### config.mk
export PLATFORM = sky130hd
export DESIGN_NAME = pipelined_controller
export DESIGN_NICKNAME = d
export VERILOG_FILES = /design/src/rtl/pipelined_controller.sv
export SDC_FILE = /design/constraint.sdc
export NUM_CORES = 1
export LEC_CHECK = 0
export ABC_AREA = 1
export BUFFER_PORTS_ARGS = -buffer_cell sky130_fd_sc_hd__buf_2
export CAP_MARGIN = 0
export CELL_PAD_IN_SITES_DETAIL_PLACEMENT = 0
export CELL_PAD_IN_SITES_GLOBAL_PLACEMENT = 1
export CORE_MARGIN = 2
export CORE_UTILIZATION = 41
export CTS_BUF_LIST = sky130_fd_sc_hd__clkbuf_8
export CTS_CLUSTER_DIAMETER = 200
export CTS_CLUSTER_SIZE = 10
export DETAILED_ROUTE_END_ITERATION = 6
export PLACE_DENSITY_LB_ADDON = 0.25
export SETUP_SLACK_MARGIN = 0.3
export SYNTH_ARGS = -nofsm -noshare
export SYNTH_HDL_FRONTEND = slang
export SYNTH_SLANG_ARGS = --single-unit
### constraint.sdc
create_clock -name Clk -period 4.32 [get_ports Clk]
set_input_delay 0.864 -clock Clk [delete_from_list [all_inputs] [get_ports Clk]]
set_output_delay 0.864 -clock Clk [all_outputs]
set_load 0.01 [all_outputs]
### src/rtl/pipelined_controller.sv
// rtl/pipelined_controller.sv - pipelined main control with load-use stall, MEM branch flush and ID jump
module pipelined_controller #(
  parameter int OPW       = 6,
  parameter int AW        = 5,
  parameter int ALUOPW    = 4,
  parameter bit HAZARD_EN = 1'b1
) (
  input  logic              Clk,
  input  logic              Rst,
  input  logic              En,
  input  logic [OPW-1:0]    ID_OpCode,
  input  logic [AW-1:0]     ID_Rs,
  input  logic [AW-1:0]     ID_Rt,
  input  logic              MEM_Zero,
  output logic              EX_RegDst,
  output logic              EX_ALUSrc,
  output logic              EX_ZeroExt,
  output logic [ALUOPW-1:0] EX_ALUOp,
  output logic              MEM_MemRead,
  output logic              MEM_MemWrite,
  output logic              MEM_Branch,
  output logic              WB_RegWrite,
  output logic              WB_MemToReg,
  output logic              PCSrc,
  output logic              Jump,
  output logic              PCWrite,
  output logic              IFIDWrite,
  output logic              IFIDFlush,
  output logic              IllegalOp
);

  localparam logic [OPW-1:0] OP_RTYPE = OPW'(6'b000000);
  localparam logic [OPW-1:0] OP_ADDI  = OPW'(6'b001000);
  localparam logic [OPW-1:0] OP_ADDIU = OPW'(6'b001001);
  localparam logic [OPW-1:0] OP_MUL   = OPW'(6'b011100);
  localparam logic [OPW-1:0] OP_ANDI  = OPW'(6'b001100);
  localparam logic [OPW-1:0] OP_ORI   = OPW'(6'b001101);
  localparam logic [OPW-1:0] OP_XORI  = OPW'(6'b001110);
  localparam logic [OPW-1:0] OP_SAD   = OPW'(6'b011111);
  localparam logic [OPW-1:0] OP_SLTI  = OPW'(6'b001010);
  localparam logic [OPW-1:0] OP_SLTIU = OPW'(6'b001011);
  localparam logic [OPW-1:0] OP_LW    = OPW'(6'b100011);
  localparam logic [OPW-1:0] OP_SW    = OPW'(6'b101011);
  localparam logic [OPW-1:0] OP_BEQ   = OPW'(6'b000100);
  localparam logic [OPW-1:0] OP_BNE   = OPW'(6'b000101);
  localparam logic [OPW-1:0] OP_J     = OPW'(6'b000010);

  typedef struct packed {
    logic              reg_write;
    logic              reg_dst;
    logic              alu_src;
    logic              zero_ext;
    logic              mem_read;
    logic              mem_write;
    logic              mem_to_reg;
    logic [ALUOPW-1:0] alu_op;
    logic              branch;
    logic              is_bne;
  } ctrl_t;

  ctrl_t             dec;
  logic [6:0]        dec_flags;
  logic [3:0]        dec_aluop;
  logic              dec_branch;
  logic              dec_bne;
  logic              dec_j;
  logic              dec_illegal;
  logic              reads_rs;
  logic              reads_rt;

  ctrl_t             ex_ctrl;
  logic [AW-1:0]     ex_rt;
  logic              mem_mem_read;
  logic              mem_mem_write;
  logic              mem_branch;
  logic              mem_is_bne;
  logic              mem_reg_write;
  logic              mem_mem_to_reg;
  logic              wb_reg_write;
  logic              wb_mem_to_reg;
  logic              illegal_op;

  logic              active;
  logic              pc_src;
  logic              hazard_match;
  logic              stall;
  logic              jump;

  // Opcode decode; flags are {RegWrite, RegDst, ALUSrc, ZeroExt, MemRead, MemWrite, MemToReg}
  always_comb begin
    dec_flags   = 7'b0000000;
    dec_aluop   = 4'b0000;
    dec_branch  = 1'b0;
    dec_bne     = 1'b0;
    dec_j       = 1'b0;
    dec_illegal = 1'b0;
    reads_rs    = 1'b1;
    reads_rt    = 1'b0;
    case (ID_OpCode)
      OP_RTYPE:          begin dec_flags = 7'b1100001; dec_aluop = 4'b0000; reads_rt = 1'b1; end
      OP_ADDI, OP_ADDIU: begin dec_flags = 7'b1010001; dec_aluop = 4'b0001; end
      OP_MUL:            begin dec_flags = 7'b1100001; dec_aluop = 4'b0010; reads_rt = 1'b1; end
      OP_ANDI:           begin dec_flags = 7'b1011001; dec_aluop = 4'b0011; end
      OP_ORI:            begin dec_flags = 7'b1011001; dec_aluop = 4'b0100; end
      OP_XORI:           begin dec_flags = 7'b1011001; dec_aluop = 4'b0101; end
      OP_SAD:            begin dec_flags = 7'b1100001; dec_aluop = 4'b0011; reads_rt = 1'b1; end
      OP_SLTI, OP_SLTIU: begin dec_flags = 7'b1010001; dec_aluop = 4'b0110; end
      OP_LW:             begin dec_flags = 7'b1010100; dec_aluop = 4'b0001; end
      OP_SW:             begin dec_flags = 7'b0010010; dec_aluop = 4'b0001; reads_rt = 1'b1; end
      OP_BEQ:            begin dec_branch = 1'b1; dec_aluop = 4'b0111; reads_rt = 1'b1; end
      OP_BNE:            begin dec_branch = 1'b1; dec_bne = 1'b1; dec_aluop = 4'b0111; reads_rt = 1'b1; end
      OP_J:              begin dec_j = 1'b1; reads_rs = 1'b0; end
      default:           begin dec_illegal = 1'b1; reads_rs = 1'b0; end
    endcase
    dec.reg_write  = dec_flags[6];
    dec.reg_dst    = dec_flags[5];
    dec.alu_src    = dec_flags[4];
    dec.zero_ext   = dec_flags[3];
    dec.mem_read   = dec_flags[2];
    dec.mem_write  = dec_flags[1];
    dec.mem_to_reg = dec_flags[0];
    dec.alu_op     = ALUOPW'(dec_aluop);
    dec.branch     = dec_branch;
    dec.is_bne     = dec_bne;
  end

  // Redirect and hazard resolution; branch in MEM outranks a stall, a stall outranks a jump
  always_comb begin
    active       = ~Rst & En;
    pc_src       = active & mem_branch & (MEM_Zero ^ mem_is_bne);
    hazard_match = ex_ctrl.mem_read &
                   (((ex_rt == ID_Rs) & reads_rs) | ((ex_rt == ID_Rt) & reads_rt));
    stall        = HAZARD_EN & active & ~pc_src & hazard_match;
    jump         = active & dec_j & ~stall & ~pc_src;
  end

  // ID/EX: bubble on branch flush, load-use stall or jump redirect
  always_ff @(posedge Clk) begin
    if (Rst) begin
      ex_ctrl <= '0;
      ex_rt   <= '0;
    end else if (En) begin
      if (pc_src | stall | jump) begin
        ex_ctrl <= '0;
        ex_rt   <= '0;
      end else begin
        ex_ctrl <= dec;
        ex_rt   <= ID_Rt;
      end
    end
  end

  // EX/MEM: the instruction behind a taken branch is squashed
  always_ff @(posedge Clk) begin
    if (Rst || (En && pc_src)) begin
      mem_mem_read   <= 1'b0;
      mem_mem_write  <= 1'b0;
      mem_branch     <= 1'b0;
      mem_is_bne     <= 1'b0;
      mem_reg_write  <= 1'b0;
      mem_mem_to_reg <= 1'b0;
    end else if (En) begin
      mem_mem_read   <= ex_ctrl.mem_read;
      mem_mem_write  <= ex_ctrl.mem_write;
      mem_branch     <= ex_ctrl.branch;
      mem_is_bne     <= ex_ctrl.is_bne;
      mem_reg_write  <= ex_ctrl.reg_write;
      mem_mem_to_reg <= ex_ctrl.mem_to_reg;
    end
  end

  // MEM/WB: the branch itself always retires
  always_ff @(posedge Clk) begin
    if (Rst) begin
      wb_reg_write  <= 1'b0;
      wb_mem_to_reg <= 1'b0;
    end else if (En) begin
      wb_reg_write  <= mem_reg_write;
      wb_mem_to_reg <= mem_mem_to_reg;
    end
  end

  // Undecoded opcode flag, registered alongside the ID/EX load
  always_ff @(posedge Clk) begin
    if (Rst) begin
      illegal_op <= 1'b0;
    end else if (En) begin
      illegal_op <= dec_illegal;
    end
  end

  assign EX_RegDst    = ex_ctrl.reg_dst;
  assign EX_ALUSrc    = ex_ctrl.alu_src;
  assign EX_ZeroExt   = ex_ctrl.zero_ext;
  assign EX_ALUOp     = ex_ctrl.alu_op;
  assign MEM_MemRead  = mem_mem_read;
  assign MEM_MemWrite = mem_mem_write;
  assign MEM_Branch   = mem_branch;
  assign WB_RegWrite  = wb_reg_write;
  assign WB_MemToReg  = wb_mem_to_reg;
  assign PCSrc        = pc_src;
  assign Jump         = jump;
  assign PCWrite      = Rst | (En & ~stall);
  assign IFIDWrite    = Rst | (En & ~stall);
  assign IFIDFlush    = pc_src | jump;
  assign IllegalOp    = illegal_op;

endmodule

==> impl_metrics.py, run 1 <==
metrics = {
    "setup_path": {
        "worst_setup_path_end_kind": "output pin",
        "crit_buf_inv": 2,
        "r2r-end": "EX_ZeroExt$_SDFFE_PP0P_",
        "cp-start-kind": "input pin",
        "crit_required_ns": 3.46,
        "r2r_start": "mem_is_bne$_SDFFE_PP0P_",
        "path_cells": "buf_2 > nor2_1 > nand4_1 > nand2_1 > nor2_1 > nand2_4 > nand2_1 > nand2_1 > buf_2",
        "crit_arrival_ns": 2.32,
        "crit_fanout": 21,
        "cpLargestDelayFamily": "simple AND/OR/NAND/NOR gates",
        "worstSetupPathType": "in -> out",
        "reg2reg_depth": 8,
        "slowest_stage": "buf_2",
        "cpPeakStageDelay_ns": 0.33,
        "cpMostUsedCell": "nand2_1",
        "reg2reg_setup_slack_ns": 2.70,
    },
    "final_layout": {
        "area_delta_synth_final_pct": 14.83,
        "largest_register_ff_count": 6,
        "fill_cells": 371,
        "ff_latch_area_um2": 520.5,
        "drive_gt1_frac": 0.2367,
        "regMostFlops": "ex_ctrl",
        "antenna_cells": 0,
        "multi_input_area_um2": 808.3,
        "fin_nets": 266,
    },
    "placed_design": {
        "dp_hpwl_mm": 2.419,
        "place_congestion": 0.8198,
        "port_buffers": 36,
    },
    "die": {
        "die_height_um": 64.52,
        "initial_core_util": 0.4396,
        "pin_count": 38,
        "die_w_um": 64.52,
        "dieArea_mm2": 0.004162,
        "core_area_mm2": 0.003416,
        "fp-row-count": 21,
    },
    "grt": {
        "grt_first_pass_wirelength_mm": 5.733,
        "grt_max_degree": 30,
        "grtUsageTotal": 0.1711,
        "grt_antenna_before_repair": 0,
        "overflow": 0,
        "grt_pass1_vias": 1266,
    },
    "power_and_ir_drop": {
        "power_density_mw_per_mm2": 305.0,
        "leakage_nw": 0.8222,
        "irDropWorstVdd_mv": 0.1670,
    },
    "cts": {
        "path_clk_slew_ns": 0.10,
        "cts_resized": 0,
        "cts_tree": "built",
        "cts_hold_buf": 0,
        "cts.sinks": 26,
        "cts_setup_buffers": 0,
        "cts_max_level": 1,
        "root_buffer": "clkbuf_8",
        "clock_path_buffers": 2,
        "clock_latency_ns": 0.27,
        "cts_inserted_buffers": 3,
    },
    "sta": {
        "fin_hold_ws_ns": 0.4532,
        "finalCriticalPeriod_ns": 3.180,
        "rsz0062_at_grt": "no",
        "drv_slew": 0,
        "fmax_mhz": 314.5,
        "min_period_over_period": 0.7361,
        "finalSetupViolCount": 0,
        "tns_ns": 0,
        "finalHoldViolCount": 0,
        "skew_ns": 0.009342,
    },
    "route": {
        "wl_per_cell_um": 11.66,
        "drtIter0Drc": 42,
        "dr.pass1.iters": 4,
        "ant_nets": 0,
        "routed_wirelength_mm": 3.393,
        "num_vias": 1464,
        "drc": 0,
        "via_per_inst": 5.031,
    },
    "logic_synthesis": {
        "netlist.area_leader.share": 0.3467,
        "synth_top_area_cell": "dfxtp_1",
        "ys_warn_count": 0,
        "syn_nets": 238,
        "synth_cell_types": 28,
        "syn_avg_cell_area_um2": 6.887,
        "synth_seq_area_share": 0.3467,
        "netlist_instances": 218,
        "synth_area_mm2": 0.001501,
        "synth_area_leaders": "dfxtp_1 (35%), nand2_1 (13%), a21oi_1 (7.7%)",
        "synth-seq-cells": 26,
    },
    "worst_hold_path": {
        "hold_path_class": "reg -> reg",
        "min_to": "mem_reg_write$_SDFFE_PP0P_",
        "holdCritStartpoint": "ex_ctrl[12]$_SDFFE_PP0P_",
        "hold_path_depth": 2,
    },
    "flow_run": {
        "drv_cap": 0,
    },
    "status": {
        "outcome": "finished, final reports clean",
    },
}
[Yosys cell counts]
master / instances
dfxtp_1: 26
or2_2: 1
a31oi_1: 1
inv_1: 16
o21ai_0: 5
nor4_1: 1
nand2_1: 50
nand4_1: 16
xor2_1: 1
nand3_2: 3
a21oi_1: 23
conb_1: 1
nand4_2: 2
nor2_1: 22
a21oi_2: 1
nand2_2: 2
nand3_1: 12
xnor2_1: 6
clkbuf_1: 5
or2_1: 3
nor2_4: 1
buf_8: 1
nor3_1: 3
inv_2: 3
nor2_2: 2
buf_4: 9
or3b_1: 1
nand2_4: 1
[through the flow]
stage / cell area (µm²) / total power, mW / setup WS [ns] / utilization / cells
CTS: 1724 / 0.5305 / 1.123 / 0.5048 / 291
global route: 1724 / 0.5513 / 0.9653 / 0.5048 / 291
floorplan: 1501 / 0.3061 / 1.429 / - / 218
global placement: 1653 / 0.3285 / 1.167 / 0.4839 / 287
detailed placement: 1653 / 0.3285 / 1.134 / 0.4839 / 287
finish: 1724 / 0.5259 / 1.140 / 0.5048 / 291
[cells by family after synthesis]
| family | count (synthesis) | synth area share |
|---|---|---|
| compound gates | 30 | 0.1033 |
| xor+xnor | 7 | 0.04083 |
| buf+inv | 34 | 0.1150 |
| flops | 26 | 0.3467 |
| other cells | 1 | 0.002498 |
| simple gates | 120 | 0.3917 |
[power breakdown]
| part | internal, mW | switching [mW] | leakage, nW |
|---|---|---|---|
| clock network | 0.124 | 0.0792 | 0.0357 |
| logic | 0.0283 | 0.0437 | 0.575 |
| registers | 0.247 | 0.00432 | 0.211 |
[worst max-delay path by stage]
stage | cells past startpoint | from | slack [ns] | to
4_1_cts | 9 | Rst | 1.12 | IFIDWrite
3_3_place_gp | 9 | Rst | 1.17 | IFIDWrite
3_5_place_dp | 9 | Rst | 1.13 | IFIDWrite
2_1_floorplan | 11 | En | 1.43 | PCWrite
6_report | 9 | Rst | 1.14 | IFIDWrite
5_1_grt | 9 | Rst | 0.97 | IFIDWrite
[cell type report]
type	instances	area share
clock buffers	3	0.02395
clock inverters	1	0.01742
inverters	19	0.04136
multi-input cells	158	0.4688
flip-flops and latches	26	0.3019
well taps	46	0.03338
repair buffers	38	0.1132
[cell usage in the layout, fill, tap and decap left out, drive strengths merged]
cell type	synthesis	layout
nand2	53	53
buf	10	38
dfxtp	26	26
nor2	25	25
a21oi	24	24
inv	19	19
nand4	18	18
nand3	15	15
xnor2	6	6
o21ai	5	5
or2	4	4
nor3	3	3
clkbuf	5	3
nor4	1	1
xor2	1	1
or3b	1	1
a31oi	1	1
conb	1	1
bufinv	0	1
[per-layer routing]
metal	routed length, µm	vias to the layer above	global-route usage
met5	0	-	0
met4	18	0	0.04255
met3	153	2	0.03125
met2	1520	39	0.2708
met1	1702	659	0.2403
li1	-	764	-
[worst register-to-register path: cells and delay by family (launching register included)]
kind	cells	cell delay (ns)
flip-flops	1	0.33
AND/OR/NAND/NOR	5	0.87
AO/OA/AOI/OAI	1	0.13
buffers and inverters	2	0.23
Power figures use the tool's default switching activity.
==> inputs of run 2 (changes only) <==
--- a/config.mk
+++ b/config.mk
@@ -11,7 +11,7 @@
 export CELL_PAD_IN_SITES_DETAIL_PLACEMENT = 0
 export CELL_PAD_IN_SITES_GLOBAL_PLACEMENT = 1
 export CORE_MARGIN = 2
-export CORE_UTILIZATION = 41
+export CORE_UTILIZATION = 38
 export CTS_BUF_LIST = sky130_fd_sc_hd__clkbuf_8
 export CTS_CLUSTER_DIAMETER = 200
 export CTS_CLUSTER_SIZE = 10
==> constraint.sdc (replaced) <==
create_clock -name Clk -period 3.25 [get_ports Clk]
set_input_delay 0.65 -clock Clk [delete_from_list [all_inputs] [get_ports Clk]]
set_output_delay 0.65 -clock Clk [all_outputs]
set_load 0.01 [all_outputs]
==> impl_metrics.py, run 2 (synthesized netlist as in run 1, its figures left out) <==
metrics = {
    "sta": {
        "layout_setup_ws_ns": 0.5573,
        "rsz0062_at_grt": "no",
        "skew_ns": 0.002607,
        "finalHoldViolCount": 0,
        "drv_slew": 0,
        "min_period_over_period": 0.8285,
        "finalCriticalPeriod_ns": 2.693,
        "finalSetupViolCount": 0,
        "fmax_mhz": 371.4,
        "tns_ns": 0,
    },
    "cts": {
        "clock_path_buffers": 2,
        "cts_setup_buffers": 0,
        "cts_tree": "built",
        "cts_resized": 0,
        "path_clk_slew_ns": 0.09,
        "cts_hold_buf": 0,
        "cts.sinks": 26,
        "root_buffer": "clkbuf_8",
        "cts_max_level": 1,
        "cts_inserted_buffers": 3,
        "clock_latency_ns": 0.27,
    },
    "placed_design": {
        "dp_hpwl_mm": 2.461,
        "port_buffers": 36,
        "place_ws_ns": 0.5492,
        "dpl_cell_area_mm2": 0.001655,
        "place_congestion": 0.8663,
    },
    "final_layout": {
        "regMostFlops": "ex_ctrl",
        "final_common_cell": "nand2_1",
        "area_delta_synth_final_pct": 15.00,
        "final_cell_mix": "nand2_1 (50), buf_2 (36), dfxtp_1 (26), a21oi_1 (23), nor2_1 (22)",
        "drive_gt1_frac": 0.2367,
        "fin_nets": 266,
        "largest_register_ff_count": 6,
        "final_util": 0.4612,
        "antenna_cells": 0,
        "final_area_mm2": 0.001727,
    },
    "route": {
        "drtIter0Drc": 67,
        "via_per_inst": 4.962,
        "wl_per_cell_um": 11.72,
        "dr.pass1.iters": 4,
        "routed_wirelength_mm": 3.434,
        "ant_nets": 0,
        "num_vias": 1454,
        "drc": 0,
    },
    "setup_path": {
        "worst_setup_path_end_kind": "output pin",
        "crit_required_ns": 2.60,
        "crit_fanout": 21,
        "crit_arrival_ns": 2.04,
        "worstSetupPathType": "in -> out",
        "cp-start-kind": "input pin",
    },
    "die": {
        "initial_core_util": 0.4011,
        "fp-row-count": 22,
        "pin_count": 38,
        "die_height_um": 66.86,
        "die_w_um": 66.86,
        "core_area_mm2": 0.003744,
        "dieArea_mm2": 0.004470,
    },
    "grt": {
        "grt_first_pass_wirelength_mm": 5.485,
        "grt_pass1_vias": 1241,
        "overflow": 0,
        "grt_antenna_before_repair": 0,
        "grt_max_degree": 30,
        "grtUsageTotal": 0.1597,
    },
    "power_and_ir_drop": {
        "leakage_nw": 0.8222,
        "irDropWorstVdd_mv": 0.1764,
        "power_density_mw_per_mm2": 402.9,
        "power_uw": 695.6,
    },
    "status": {
        "outcome": "finished, final reports clean",
    },
    "worst_hold_path": {
        "hold_path_class": "reg -> reg",
    },
    "flow_run": {
        "drv_cap": 0,
    },
}
-- run 2: cell type report --
type	count	area (µm²)
inverter	19	71.32
fill	415	2017
sequential	26	520.5
timing repair buffer	38	195.2
clock buffer	3	41.29
tap	48	60.06
clock inverter	1	30.03
multi-input combinational	158	808.3
-- run 2: per-layer routing --
layer	up-vias	global-route usage	routed length (µm)
li1	766	-	-
met1	657	0.2200	1761
met3	2	0.02872	138
met4	0	0.05357	31
met2	29	0.2500	1503
met5	-	0	0
-- run 2: path summary, 6_finish.rpt --
kind                                               from  slack [ns]  depth (start not counted)                 endpoint
worst min register to register   EX_RegDst$_SDFFE_PP0P_        0.47                          2   EX_RegDst$_SDFFE_PP0P_
worst min-delay path             EX_RegDst$_SDFFE_PP0P_        0.47                          2   EX_RegDst$_SDFFE_PP0P_
worst max register to register  mem_is_bne$_SDFFE_PP0P_        1.65                          8  EX_ZeroExt$_SDFFE_PP0P_
worst max-delay path                                Rst        0.56                          9                IFIDWrite
-- run 2: through the flow --
stage | cells | hold WS [ns]
CTS | 293 | 0.4667
finish | 293 | 0.4664
detailed placement | 289 | 0.4527
global route | 293 | 0.4847
global placement | 289 | 0.4554
floorplan | 218 | 0.4413
-- run 2: critical path, cell delays in order --
cell	delay, ns
buf_2	0.34
nor2_1	0.10
nand4_1	0.11
nand2_1	0.16
nor2_1	0.21
nand2_4	0.17
nand2_1	0.10
nand2_1	0.05
buf_2	0.14
-- run 2: power by group --
part	switching (mW)	internal, mW
Combinational	0.0591	0.0376
Clock	0.101	0.165
Sequential	0.00564	0.328
Total	0.166	0.530
